**config.mk**
```make
export PLATFORM = sky130hd
export DESIGN_NAME = multdiv_sequencer
export DESIGN_NICKNAME = d
export VERILOG_FILES = /design/src/rtl/multdiv_pkg.sv /design/src/rtl/multdiv_counter.sv /design/src/rtl/multdiv_sequencer.sv
export SDC_FILE = /design/constraint.sdc
export NUM_CORES = 1
export LEC_CHECK = 0
export ABC_AREA = 1
export CORE_MARGIN = 2
export CORE_UTILIZATION = 52
export CTS_CLUSTER_SIZE = 30
export DETAILED_ROUTE_END_ITERATION = 10
export GPL_TIMING_DRIVEN = 1
export PLACE_DENSITY = 0.71
export SKIP_CTS_REPAIR_TIMING = 1
export SYNTH_ARGS = -nofsm -noshare
export SYNTH_HDL_FRONTEND = slang
export SYNTH_SLANG_ARGS = --single-unit
```
**constraint.sdc**
```tcl
create_clock -name clock -period 12.67 [get_ports clock]
set_input_delay 2.534 -clock clock [delete_from_list [all_inputs] [get_ports clock]]
set_output_delay 2.534 -clock clock [all_outputs]
set_load 0.02 [all_outputs]
```
**src/rtl/multdiv_pkg.sv**
```systemverilog
// Shared definitions for the multiply/divide sequencer and the pipeline stall control.
package multdiv_pkg;

  localparam int ITERS = 32;
  localparam int CNT_W = 6;

  localparam logic [4:0] ALUOP_MULT = 5'b00110;
  localparam logic [4:0] ALUOP_DIV  = 5'b00111;

  typedef enum logic [1:0] {
    IDLE = 2'd0,
    MULT = 2'd1,
    DIV  = 2'd2,
    DONE = 2'd3
  } state_e;

  function automatic logic is_busy_state(input state_e s);
    return (s == MULT) || (s == DIV);
  endfunction

endpackage

```
**src/rtl/multdiv_counter.sv**
```systemverilog
// Iteration counter for the multiply/divide sequencer: counts 0..ITERS and saturates.
module multdiv_counter #(
  parameter int ITERS = multdiv_pkg::ITERS
) (
  input  logic clock,
  input  logic reset,
  input  logic clear,
  input  logic enable,
  output logic terminal
);
  import multdiv_pkg::CNT_W;

  localparam logic [CNT_W-1:0] LAST = CNT_W'(ITERS - 1);
  localparam logic [CNT_W-1:0] FULL = CNT_W'(ITERS);
  localparam logic [CNT_W-1:0] ONE  = CNT_W'(1);

  logic [CNT_W-1:0] count_q;
  logic [CNT_W-1:0] count_d;

  // Saturating at FULL keeps the count from wrapping if enable lingers.
  always_comb begin
    count_d = count_q;
    if (clear) begin
      count_d = '0;
    end else if (enable && (count_q != FULL)) begin
      count_d = count_q + ONE;
    end else begin
      count_d = count_q;
    end
  end

  always_ff @(posedge clock) begin
    if (reset) begin
      count_q <= '0;
    end else begin
      count_q <= count_d;
    end
  end

  assign terminal = (count_q == LAST);

endmodule

```
**src/rtl/multdiv_sequencer.sv**
```systemverilog
// Iterative signed multiplier (radix-2 Booth) and restoring divider with a fixed
// ITERS-cycle latency and a one-cycle ready pulse for the pipeline stall logic.
module multdiv_sequencer #(
  parameter int WIDTH = 32,
  parameter int ITERS = multdiv_pkg::ITERS
) (
  input  logic             clock,
  input  logic             reset,
  input  logic [WIDTH-1:0] data_operandA,
  input  logic [WIDTH-1:0] data_operandB,
  input  logic             ctrl_MULT,
  input  logic             ctrl_DIV,
  output logic [WIDTH-1:0] data_result,
  output logic             data_exception,
  output logic             data_resultRDY,
  output logic             busy
);
  import multdiv_pkg::*;

  localparam int AW = 2 * WIDTH + 1;
  localparam logic [WIDTH-1:0] ONE_W   = {{(WIDTH-1){1'b0}}, 1'b1};
  localparam logic [WIDTH-1:0] MIN_NEG = {1'b1, {(WIDTH-1){1'b0}}};

  function automatic logic [WIDTH-1:0] magnitude(input logic [WIDTH-1:0] v);
    if (v[WIDTH-1]) begin
      return ~v + ONE_W;
    end else begin
      return v;
    end
  endfunction

  state_e state_q, state_d;
  logic [AW-1:0]    acc_q, acc_d;
  logic             qm1_q, qm1_d;
  logic [WIDTH-1:0] a_q, a_d;
  logic [WIDTH-1:0] b_q, b_d;
  logic [WIDTH-1:0] result_q, result_d;
  logic             exc_q, exc_d;

  logic             start_s;
  logic             cnt_en_s;
  logic             last_s;
  logic             busy_s;
  logic             rdy_s;
  logic [WIDTH:0]   p_s, a_ext_s, p_sum_s;
  logic [AW-1:0]    booth_acc_s;
  logic [2*WIDTH-1:0] prod_s;
  logic             mult_ovf_s;
  logic [WIDTH-1:0] bmag_s;
  logic [WIDTH:0]   r_sh_s, diff_s;
  logic [AW-1:0]    div_acc_s;
  logic [WIDTH-1:0] quot_s, quot_signed_s;

  assign start_s  = ctrl_MULT | ctrl_DIV;
  assign cnt_en_s = is_busy_state(state_q) && !start_s;

  multdiv_counter #(
    .ITERS(ITERS)
  ) u_counter (
    .clock   (clock),
    .reset   (reset),
    .clear   (start_s),
    .enable  (cnt_en_s),
    .terminal(last_s)
  );

  always_ff @(posedge clock) begin
    if (reset) begin
      state_q <= IDLE;
    end else begin
      state_q <= state_d;
    end
  end

  // A start pulse restarts from any state, multiply taking precedence.
  always_comb begin
    state_d = state_q;
    case (state_q)
      IDLE, DONE: begin
        if (ctrl_MULT) begin
          state_d = MULT;
        end else if (ctrl_DIV) begin
          state_d = DIV;
        end else begin
          state_d = IDLE;
        end
      end
      MULT, DIV: begin
        if (ctrl_MULT) begin
          state_d = MULT;
        end else if (ctrl_DIV) begin
          state_d = DIV;
        end else if (last_s) begin
          state_d = DONE;
        end else begin
          state_d = state_q;
        end
      end
      default: state_d = IDLE;
    endcase
  end

  always_comb begin
    busy_s = 1'b0;
    rdy_s  = 1'b0;
    case (state_q)
      MULT, DIV: busy_s = 1'b1;
      DONE:      rdy_s  = 1'b1;
      default: begin
        busy_s = 1'b0;
        rdy_s  = 1'b0;
      end
    endcase
  end

  // Booth step: the upper field is WIDTH+1 bits so the most negative multiplicand cannot overflow it.
  always_comb begin
    p_s     = acc_q[AW-1:WIDTH];
    a_ext_s = {a_q[WIDTH-1], a_q};
    case ({acc_q[0], qm1_q})
      2'b01:   p_sum_s = p_s + a_ext_s;
      2'b10:   p_sum_s = p_s - a_ext_s;
      default: p_sum_s = p_s;
    endcase
    booth_acc_s = {p_sum_s[WIDTH], p_sum_s, acc_q[WIDTH-1:1]};
    prod_s      = booth_acc_s[2*WIDTH-1:0];
    mult_ovf_s  = (prod_s[2*WIDTH-1:WIDTH] != {WIDTH{prod_s[WIDTH-1]}});
  end

  // Restoring divide step on magnitudes: remainder in the upper field, dividend/quotient below.
  always_comb begin
    bmag_s = magnitude(b_q);
    r_sh_s = {acc_q[2*WIDTH-1:WIDTH], acc_q[WIDTH-1]};
    diff_s = r_sh_s - {1'b0, bmag_s};
    if (!diff_s[WIDTH]) begin
      div_acc_s = {diff_s, acc_q[WIDTH-2:0], 1'b1};
    end else begin
      div_acc_s = {r_sh_s, acc_q[WIDTH-2:0], 1'b0};
    end
    quot_s = div_acc_s[WIDTH-1:0];
    if (a_q[WIDTH-1] ^ b_q[WIDTH-1]) begin
      quot_signed_s = ~quot_s + ONE_W;
    end else begin
      quot_signed_s = quot_s;
    end
  end

  always_comb begin
    acc_d    = acc_q;
    qm1_d    = qm1_q;
    a_d      = a_q;
    b_d      = b_q;
    result_d = result_q;
    exc_d    = exc_q;
    if (start_s) begin
      a_d   = data_operandA;
      b_d   = data_operandB;
      qm1_d = 1'b0;
      if (ctrl_MULT) begin
        acc_d = {{(WIDTH+1){1'b0}}, data_operandB};
      end else begin
        acc_d = {{(WIDTH+1){1'b0}}, magnitude(data_operandA)};
      end
    end else if (state_q == MULT) begin
      acc_d = booth_acc_s;
      qm1_d = acc_q[0];
      if (last_s) begin
        result_d = prod_s[WIDTH-1:0];
        exc_d    = mult_ovf_s;
      end else begin
        result_d = result_q;
        exc_d    = exc_q;
      end
    end else if (state_q == DIV) begin
      acc_d = div_acc_s;
      if (!last_s) begin
        result_d = result_q;
        exc_d    = exc_q;
      end else if (b_q == '0) begin
        result_d = '0;
        exc_d    = 1'b1;
      end else if ((a_q == MIN_NEG) && (b_q == '1)) begin
        result_d = MIN_NEG;
        exc_d    = 1'b1;
      end else begin
        result_d = quot_signed_s;
        exc_d    = 1'b0;
      end
    end else begin
      acc_d = acc_q;
      qm1_d = qm1_q;
    end
  end

  always_ff @(posedge clock) begin
    if (reset) begin
      acc_q    <= '0;
      qm1_q    <= 1'b0;
      a_q      <= '0;
      b_q      <= '0;
      result_q <= '0;
      exc_q    <= 1'b0;
    end else begin
      acc_q    <= acc_d;
      qm1_q    <= qm1_d;
      a_q      <= a_d;
      b_q      <= b_d;
      result_q <= result_d;
      exc_q    <= exc_d;
    end
  end

  assign data_result    = result_q;
  assign data_exception = exc_q;
  assign data_resultRDY = rdy_s;
  assign busy           = busy_s;

endmodule
```
==> reports/results.tsv, run 1 <==
stage	metric	value	unit
global_routing	largest net degree at the start of global routing	101	
global_routing	number of global-route vias before repair	16500	
sta	final hold vios	0	
sta	Finish-stage setup viols	0	
cells_and_area	Design Area, Final	0.0176	sq mm
critical_path	Slowest-stage cell, CP	ha_1	
placement	DP HPWL	43.6	mm
detailed_routing	antenna viol nets, final	0	
sta	worst rel slew slack	27.8	%
clock_network	Num Clock Sinks	171	
run_status	status	finished clean	
pwr	worst vdd ir	91.1	uV
clock_network	clock buffer depth	2	
critical_path	CP most frequent cell	nand2_1	
cells_and_area	Layout area overhead	11.4	%
yosys	Synth Register Bits	171	
sta	final period demand of the worst path	6590	ps
flow_run	Max-cap violations	0	
floorplan	row cnt	63	
detailed_routing	# DRC	0	
floorplan	Initial Utilization	53.1	%
yosys	sequential area share after synthesis	21.6	%
cells_and_area	area of the multi-input gates	0.0107	sq mm
detailed_routing	DRT Wirelength	55.7	mm
yosys	Yosys cell types	51	
yosys	Post-Syn Area	0.0158	sq mm
detailed_routing	DR vias	17600	
clock_network	Worst-path clk slew	70	ps
sta	Setup TNS Final	0	ps
critical_path	Worst EP required	13050	ps
sta	fin. max-slew vios	0	
floorplan	Die H	178	microns
pwr	pwr/cell area	97.8	mW/mm^2
critical_path	launch point of the worst reg-to-reg path	b_q[1]$_SDFFE_PP0N_	
sta	Final period util	52.0	%
cells_and_area	layout cells sized above 1	5.51	%
placement	pre-CTS setup slack	6000	ps
sta	fmax	0.152	GHz
cells_and_area	FILL cells	3038	
clock_network	TritonCTS Buffers	17	
floorplan	IO Count	103	
critical_path	CP Data Arrival Time	6970	ps
placement	number of buffers added on ports	102	
detailed_routing	First-pass DRT Iterations	6	
clock_network	CTS H-tree lvls	4	
yosys	Synth async-reset ratio	0	%
clock_network	CTS tree	built	
global_routing	GRT Total Usage	35.0	%
placement	placed instance area	0.0170	sq mm
cells_and_area	nets	2820	
yosys	Net Count, Synth	2792	
min_path	min-delay src	data_result[0]$_SDFFE_PP0P_	
placement	RePlAce Congestion	1.00	
yosys	Avg Synthesized Cell Area	5.98	sq um
yosys	synth warn	0	
detailed_routing	DR WL/cell	18.1	microns
floorplan	core area	0.0298	sq mm
yosys	post-synth top area share	21.6	%
yosys	most frequent cells after synthesis	644 x nand2_1, 322 x inv_1, 243 x a21oi_1	
yosys	ranking of synthesized cells by area	dfxtp_1 22%, nand2_1 15%, a21oi_1 7.7%, inv_1 7.6%, o21ai_0 6.6%	
global_routing	first-pass GRT wire length	86.6	mm
sta	worst slew pin tran	1080	ps
critical_path	worst setup path startpoint	b_q[1]$_SDFFE_PP0N_	
detailed_routing	drt first-iter violations	1695	
min_path	Hold WC Path Type	register to register	
detailed_routing	Vias/cell	5.73	
pwr	overall power	1720	uW
critical_path	CP Capture Type	register	
yosys	post-synth top area cell	dfxtp_1	
sta	setup ws final	6080	ps
global_routing	initial antenna violation count	0	
critical_path	critical path class	register to register	
sta	RSZ-0062 raised after global routing	false	
yosys	EDFF count, synth	0	
cells_and_area	sequential cell area	0.00342	sq mm
sta	skew final	10.2	ps
cells_and_area	ant diodes	0	
floorplan	die area	0.0318	sq mm
critical_path	crit-path max FO	33	
critical_path	type of origin of the critical path	register	
critical_path	Worst path max stage delay	440	ps
cells_and_area	fin util	59.2	%
clock_network	clock latency on the worst-skew pair	450	ps
pwr	Leak	0.00813	uW
yosys	Cells after Synth	2646	
yosys	Post-synth top flop	dfxtp_1	
global_routing	Overflow after GRT	0	
yosys	most common cell in the netlist	nand2_1	
floorplan	die width	178	microns
clock_network	Root Buffer	clkbuf_16	
## flip-flops by register name, summed over array words and instances (netlist names)
signal and count:
acc_q 65, u_counter.count_q 6, a_q 32, state_q 2, b_q 32, qm1_q 1, data_result 32, data_exception 1
## stage by stage
| step | std cells | hold WS [ps] |
|---|---|---|
| 2_1_floorplan | 2646 | 457 |
| 4_1_cts | 3077 | 480 |
| 5_1_grt | 3077 | 513 |
| 6_report | 3077 | 478 |
| 3_3_place_gp | 3045 | 459 |
| 3_5_place_dp | 3045 | 469 |
## power breakdown
| part | internal [uW] | total (uW) | switching (uW) |
|---|---|---|---|
| clock | 307 | 560 | 253 |
| combinational | 192 | 556 | 364 |
| sequential | 567 | 609 | 41.5 |
## placed cells by master (no fill, tap or decap), types with 13 or more instances in the layout
cell	n
xor2_1	80
nor3_1	28
inv_2	18
nand2_1	644
dfxtp_1	171
nand4_1	18
clkbuf_16	17
inv_1	321
nand3_1	201
buf_4	15
a31oi_1	62
nand3b_1	18
xnor2_1	22
nor2_1	236
o21ai_0	208
clkdlybuf4s50_1	102
o211ai_1	34
ha_1	75
nor4_1	13
a21oi_1	243
or2_2	24
## critical path, delay by kind of cell (launching register included)
family / cells / cell delay, ps
AOI/OAI and AO/OA: 3 / 400
DFF: 1 / 320
xor gates and xnor gates: 2 / 370
buffers and inverters: 8 / 1180
adders and majority gates: 3 / 1020
and+or+nand+nor: 27 / 3180
## cells by family (layout without fill, tap and decap cells)
kind of cell / count (synthesis) / count (layout) / share of synthesized area, %
AOI/OAI and AO/OA: 607 / 607 / 21.2
xor gates and xnor gates: 102 / 102 / 5.65
adders and majority gates: 78 / 78 / 6.26
buffers and inverters: 450 / 491 / 10.9
DFF: 171 / 171 / 21.6
and+or+nand+nor: 1238 / 1238 / 34.4
## metal layers
metal	vias to the layer above	global-route usage, %	wire (microns)	share of wire [%]
li1	8772	-	-	-
met1	8054	43.2	23200	42
met2	630	57.4	25100	45
met3	165	4.69	3430	6.2
met4	0	21.9	3970	7.1
met5	-	0	0	0
## worst paths after layout
path	to	slack (ps)	cells after the start
min	data_result[0]$_SDFFE_PP0P_	480	2
max	data_result[24]$_SDFFE_PP0P_	6080	43
min reg2reg	data_result[0]$_SDFFE_PP0P_	480	2
max reg2reg	data_result[24]$_SDFFE_PP0P_	6080	43
## final cells by class
cell class | count | share of cell area (%)
Multi-Input combinational cell | 2025 | 60.6
Tap cell | 390 | 2.77
Inverter | 342 | 7.29
Sequential cell | 171 | 19.4
Timing Repair Buffer | 117 | 6.43
Clock inverter | 13 | 0.901
Clock buffer | 19 | 2.57
No activity file was read; power rests on OpenSTA's default activity.
==> run 2: changes to the inputs <==
- PLACE_DENSITY: 0.71 -> 0.74
- clock period: 12.67 -> 5.6 ns (I/O delays scaled with it)
==> run 2 against run 1 <==
- cell count up 1.1%
- via count up 2.5%
- clock skew up 6.3 ps
- core utilization up 1.4 points
- cell area up 2.4%
- clock power up 120%
- sequential share of layout area down 0.44 points
- critical endpoint is now data_result[30]$_SDFFE_PP0P_
- highest routed layer unchanged
==> reports/results.tsv, run 2 (synthesis results as in run 1) <==
stage	metric	value	unit	change
run_status	status	finished clean		
pwr	switching power	1500	uW	+130%
pwr	Leak	0.00831	uW	+2.3%
global_routing	largest net degree at the start of global routing	100		-0.99%
cells_and_area	fin cells	3110		+1.1%
critical_path	Worst EP required	5980	ps	-7070 ps
cells_and_area	ant diodes	0		unchanged
clock_network	TritonCTS Buffers	17		unchanged
critical_path	CP Data Arrival Time	5870	ps	-1100 ps
detailed_routing	DR WL/cell	18.2	microns	+0.35%
cells_and_area	Layout area overhead	14.2	%	
clock_network	Root Buffer	clkbuf_16		
critical_path	critical path class	register to register		
cells_and_area	commonest non-fill, non-tap cell in the layout	nand2_1		
cells_and_area	nets	2853		+1.2%
critical_path	crit-path max FO	8		-76%
critical_path	Slowest-stage cell, CP	dfxtp_2		
sta	Finish-stage setup viols	0		unchanged
global_routing	GRT Total Usage	35.4	%	+0.40 points
sta	worst rel slew slack	21.6	%	-6.2 points
placement	placed instance area	0.0171	sq mm	+0.35%
clock_network	clock latency on the worst-skew pair	450	ps	about the same
critical_path	type of origin of the critical path	register		
floorplan	row cnt	63		unchanged
cells_and_area	Design Area, Final	0.0181	sq mm	+2.4%
detailed_routing	# DRC	0		unchanged
sta	worst slew pin tran	1180	ps	+96.0 ps
pwr	worst vdd ir	233	uV	+160%
min_path	Hold WC Path Type	register to register		
floorplan	IO Count	103		unchanged
clock_network	clock buffer depth	2		unchanged
clock_network	CTS H-tree lvls	4		unchanged
placement	number of buffers added on ports	102		unchanged
sta	final period demand of the worst path	5490	ps	-1100 ps
placement	Cell Count Post-Placement	3053		+0.26%
clock_network	Worst-path clk slew	80	ps	about the same
floorplan	core area	0.0298	sq mm	unchanged
pwr	sequential fraction of design power	35.1	%	-0.2 points
detailed_routing	Vias/cell	5.81		+1.4%
detailed_routing	First-pass DRT Iterations	6		unchanged
detailed_routing	drt first-iter violations	1732		+2.2%
pwr	Clock Power Share	31.4	%	-1.0 points
pwr	combinational cell fraction of total power	33.5	%	+1.2 points
pwr	Internal	2420	uW	+130%
sta	fmax	0.182	GHz	+20%
detailed_routing	antenna viol nets, final	0		unchanged
floorplan	Initial Utilization	53.1	%	unchanged
clock_network	Num Clock Sinks	171		unchanged
sta	final hold vios	0		unchanged
floorplan	die width	178	microns	unchanged
cells_and_area	layout cells sized above 1	7.76	%	+2.2 points
global_routing	first-pass GRT wire length	88.1	mm	+1.8%
global_routing	number of global-route vias before repair	16800		+1.7%
critical_path	CP Capture Type	register		
cells_and_area	FILL cells	2947		-3.0%
sta	Final period util	97.9	%	+46 points
critical_path	Worst path max stage delay	340	ps	-100 ps
pwr	Sw Share	38.3	%	+0.068 points
placement	DP HPWL	43.8	mm	+0.46%
placement	RePlAce Congestion	0.982		-2.0%
floorplan	die area	0.0318	sq mm	unchanged
floorplan	Die H	178	microns	unchanged
min_path	hold-critical path depth	2		unchanged
detailed_routing	DRT Wirelength	56.5	mm	+1.4%
pwr	pwr/cell area	217	mW/mm^2	+120%
cells_and_area	max FFs per register	65		unchanged
clock_network	CTS tree	built		
global_routing	initial antenna violation count	0		unchanged
sta	RSZ-0062 raised after global routing	true		
global_routing	Overflow after GRT	0		unchanged
sta	skew final	16.5	ps	+6.32 ps
detailed_routing	DR vias	18100		+2.5%
cells_and_area	Reg with most FFs	acc_q		
flow_run	Max-cap violations	0		unchanged
cells_and_area	most frequent cells in the layout	639 x nand2_1, 317 x inv_1, 240 x a21oi_1		
sta	fin. max-slew vios	0		unchanged
critical_path	worst r2r path cells	41		-4.7%
==> run 2: changes by cell type in the layout (fill, tap and decap cells not counted), sizes merged <==
| cell | change |
|---|---|
| clkinvlp | -1 |
| buf | +33 |
| inv | +5 |
| clkinv | -3 |
| clkbuf | -1 |
==> run 2: power groups by stage <==
stage | clock (uW) | sequential (uW) | combinational, uW
2_1_floorplan | 0 | 1380 | 880
3_3_place_gp | 0 | 1400 | 1220
3_5_place_dp | 0 | 1400 | 1240
4_1_cts | 1240 | 1370 | 1250
5_1_grt | 1280 | 1380 | 1450
6_report | 1230 | 1380 | 1310
==> run 2: area by class of cell <==
type                       instances  area, sq um  area share (%)
multi-input combinational       2025        10900            60.3
clock inverter                    14          158           0.873
inverter                         342         1290            7.15
sequential                       171         3430            19.0
clock buffer                      18          429            2.38
timing repair buffer             150         1390            7.67
tap                              390          488            2.70
==> run 2: critical path, delay by kind of cell (launching register included) <==
| kind | cells | cell delay [ps] |
|---|---|---|
| DFF | 1 | 340 |
| and+or+nand+nor | 25 | 2930 |
| buffers and inverters | 7 | 500 |
| xor gates and xnor gates | 1 | 150 |
| AOI/OAI and AO/OA | 5 | 800 |
| adders and majority gates | 3 | 700 |
==> run 2: metrics by stage <==
step                hold slack, ps  utilization, %  TNS (ps)  setup slack, ps  total power (uW)
CTS                            491            59.3      -675             -177              3850
floorplan                      457               -         0              399              2260
global placement               455            57.3         0             17.6              2620
finish                         497            60.6         0              115              3920
detailed placement             481            57.3      -486             -150              2640
global route                   511            60.6     -2230             -313              4120
==> run 2: layer usage <==
metal  vias to the layer above  global-route usage [%]  part of all wire [%]
met5                         -                       0                     0
met4                         0                    19.7                   5.9
met3                       171                    4.86                   6.6
met2                       706                    58.4                    46
met1                      8343                    44.3                    42
li1                       8846                       -                     -
==> run 2: path summary, 6_finish.rpt <==
check,from,endpoint,slack [ps]
min,u_counter.count_q[0]$_SDFFE_PP0P_,u_counter.count_q[0]$_SDFFE_PP0P_,500
max reg2reg,b_q[2]$_SDFFE_PP0N_,data_result[30]$_SDFFE_PP0P_,110
min reg2reg,u_counter.count_q[0]$_SDFFE_PP0P_,u_counter.count_q[0]$_SDFFE_PP0P_,500
max,b_q[2]$_SDFFE_PP0N_,data_result[30]$_SDFFE_PP0P_,110
==> run 3: changes to the inputs <==
- CELL_PAD_IN_SITES_DETAIL_PLACEMENT: default -> 1
- CELL_PAD_IN_SITES_GLOBAL_PLACEMENT: default -> 2
- CORE_UTILIZATION: 52 -> 29
- PLACE_DENSITY: 0.74 -> default
- PLACE_DENSITY_LB_ADDON: default -> 0.1
==> run 3 against run 2 <==
- critical path depth down 1
- core utilization fell by 26 points
- cell count rose by 10%
- sequential share of layout area decreased by 0.44 points
- clock skew rose by 3.7 ps
- largest power group is now combinational cells
- highest routed layer is now met5
==> reports/results.tsv, run 3 (synthesis results as in run 1) <==
stage	metric	value	unit	change
critical_path	Worst EP required	6030	ps	+50 ps
floorplan	core area	0.0539	sq mm	+81%
cells_and_area	fin cells	3423		+10%
critical_path	type of origin of the critical path	register		
detailed_routing	DRT Wirelength	71.1	mm	+26%
placement	number of buffers added on ports	102		unchanged
critical_path	launch point of the worst reg-to-reg path	b_q[1]$_SDFFE_PP0N_		
clock_network	Root Buffer	clkbuf_16		
critical_path	CP Capture Type	register		
sta	Finish-stage setup viols	0		unchanged
critical_path	FF-to-FF setup slack	70	ps	-50 ps
placement	placed instance area	0.0176	sq mm	+3.1%
pwr	pwr/cell area	217	mW/mm^2	+0.21%
sta	fmax	0.181	GHz	-0.89%
global_routing	GRT Total Usage	25.2	%	-10 points
sta	final period demand of the worst path	5530	ps	+49.4 ps
detailed_routing	antenna viol nets, final	0		unchanged
cells_and_area	nets	2860		+0.25%
cells_and_area	most frequent cells in the layout	639 x nand2_1, 317 x inv_1, 240 x a21oi_1		
sta	RSZ-0062 raised after global routing	true		
detailed_routing	DR WL/cell	20.8	microns	+14%
cells_and_area	Reg with most FFs	acc_q		
pwr	Leak	0.00833	uW	+0.21%
cells_and_area	max FFs per register	65		unchanged
critical_path	CP Data Arrival Time	5960	ps	+90 ps
critical_path	Slowest-stage cell, CP	dfxtp_2		
sta	final hold vios	0		unchanged
global_routing	number of global-route vias before repair	18200		+8.6%
sta	worst slew pin tran	942	ps	-234 ps
cells_and_area	Design Area, Final	0.0185	sq mm	+2.4%
global_routing	met3 Usage GRT	3.19	%	-1.7 points
clock_network	Num Clock Sinks	171		unchanged
pwr	worst vdd ir	251	uV	+7.7%
pwr	overall power	4020	uW	+2.6%
cells_and_area	ant diodes	0		unchanged
min_path	Hold WC Path Type	register to register		
critical_path	Worst path max stage delay	330	ps	about the same
global_routing	first-pass GRT wire length	108	mm	+23%
placement	RePlAce Congestion	0.852		-13%
cells_and_area	FILL cells	7000		+140%
detailed_routing	drt first-iter violations	832		-52%
critical_path	worst setup path startpoint	b_q[1]$_SDFFE_PP0N_		
critical_path	crit-path max FO	4		-4
placement	Cell Count Post-Placement	3378		+11%
clock_network	CTS H-tree lvls	4		unchanged
sta	skew final	20.2	ps	+3.67 ps
cells_and_area	layout cells sized above 1	8.03	%	+0.27 points
placement	pre-CTS setup slack	-111	ps	+39.3 ps
sta	Final period util	98.8	%	+0.88 points
floorplan	Die H	238	microns	+33%
run_status	status	finished clean		
critical_path	worst r2r path cells	40		-2.4%
sta	hold_ws	482	ps	-15.2 ps
floorplan	die width	238	microns	+33%
detailed_routing	Vias/cell	5.19		-11%
detailed_routing	First-pass DRT Iterations	6		unchanged
placement	DP HPWL	57.3	mm	+31%
global_routing	met1 GRT Util	32.0	%	-12 points
floorplan	row cnt	85		+35%
global_routing	initial antenna violation count	1		+1
cells_and_area	Layout area overhead	16.9	%	
critical_path	worst r2r dst	data_result[28]$_SDFFE_PP0P_		
floorplan	IO Count	103		unchanged
flow_run	Max-cap violations	0		unchanged
sta	fin. max-slew vios	0		unchanged
sta	worst rel slew slack	37.2	%	+16 points
floorplan	Initial Utilization	29.3	%	-24 points
floorplan	die area	0.0565	sq mm	+77%
sta	setup ws final	65.5	ps	-49.4 ps
global_routing	Overflow after GRT	0		unchanged
clock_network	CTS tree	built		
global_routing	largest net degree at the start of global routing	97		-3.0%
detailed_routing	# DRC	0		unchanged
critical_path	Worst setup endpoint	data_result[28]$_SDFFE_PP0P_		
clock_network	TritonCTS Buffers	17		unchanged
min_path	hold-critical path depth	2		unchanged
clock_network	clock latency on the worst-skew pair	500	ps	+50 ps
clock_network	Worst-path clk slew	80	ps	about the same
detailed_routing	DR vias	17800		-1.7%
critical_path	critical path class	register to register		
cells_and_area	commonest non-fill, non-tap cell in the layout	nand2_1		
global_routing	met2 GRT Util	43.3	%	-15 points
global_routing	most crowded layer after global routing	met2		
clock_network	clock buffer depth	2		unchanged
## run 3: worst min path at each step
| stage | from | endpoint | slack [ps] |
|---|---|---|---|
| after floorplan | acc_q[64]$_SDFFE_PP0P_ | acc_q[64]$_SDFFE_PP0P_ | 460 |
| after global placement | b_q[31]$_SDFFE_PP0N_ | b_q[31]$_SDFFE_PP0N_ | 460 |
| after detailed placement | b_q[31]$_SDFFE_PP0N_ | b_q[31]$_SDFFE_PP0N_ | 470 |
| after CTS | b_q[31]$_SDFFE_PP0N_ | b_q[31]$_SDFFE_PP0N_ | 480 |
| after global routing | b_q[31]$_SDFFE_PP0N_ | b_q[31]$_SDFFE_PP0N_ | 510 |
| final | b_q[31]$_SDFFE_PP0N_ | b_q[31]$_SDFFE_PP0N_ | 480 |
## run 3: layout make-up
class,count,area [sq um],area share [%]
Inverter,342,1290,6.95
Multi-Input combinational cell,2025,10900,58.8
Sequential cell,171,3430,18.5
Tap cell,696,871,4.71
Clock inverter,15,171,0.927
Timing Repair Buffer,157,1430,7.75
Clock buffer,17,425,2.30
## run 3: critical path: cells and delay by family (launching register included)
family / cells / cell delay (ps)
flops: 1 / 330
compound gates: 7 / 960
buf+inv: 6 / 410
simple gates: 22 / 2740
fa+ha+maj: 3 / 690
xor+xnor: 2 / 320
## run 3: routing by layer
metal  up-vias  wire, microns  part of all wire (%)
li1       8850              -                     -
met1      8566          32400                    45
met2       263          34200                    48
met3        80           2110                   3.0
met4         2           2440                   3.4
met5         -             13                 0.018
## run 3: through the flow
stage          setup TNS [ps]  util (%)
2_1_floorplan               0         -
3_3_place_gp                0      32.7
3_5_place_dp             -218      32.7
4_1_cts                  -430      33.8
5_1_grt                 -3580      34.3
6_report                    0      34.3
## run 3: power breakdown
part	switching (uW)	leakage [uW]	total, uW	internal (uW)
logic	915	0.00664	1390	471
clock network	655	0.000285	1260	601
registers	93.4	0.00141	1380	1280
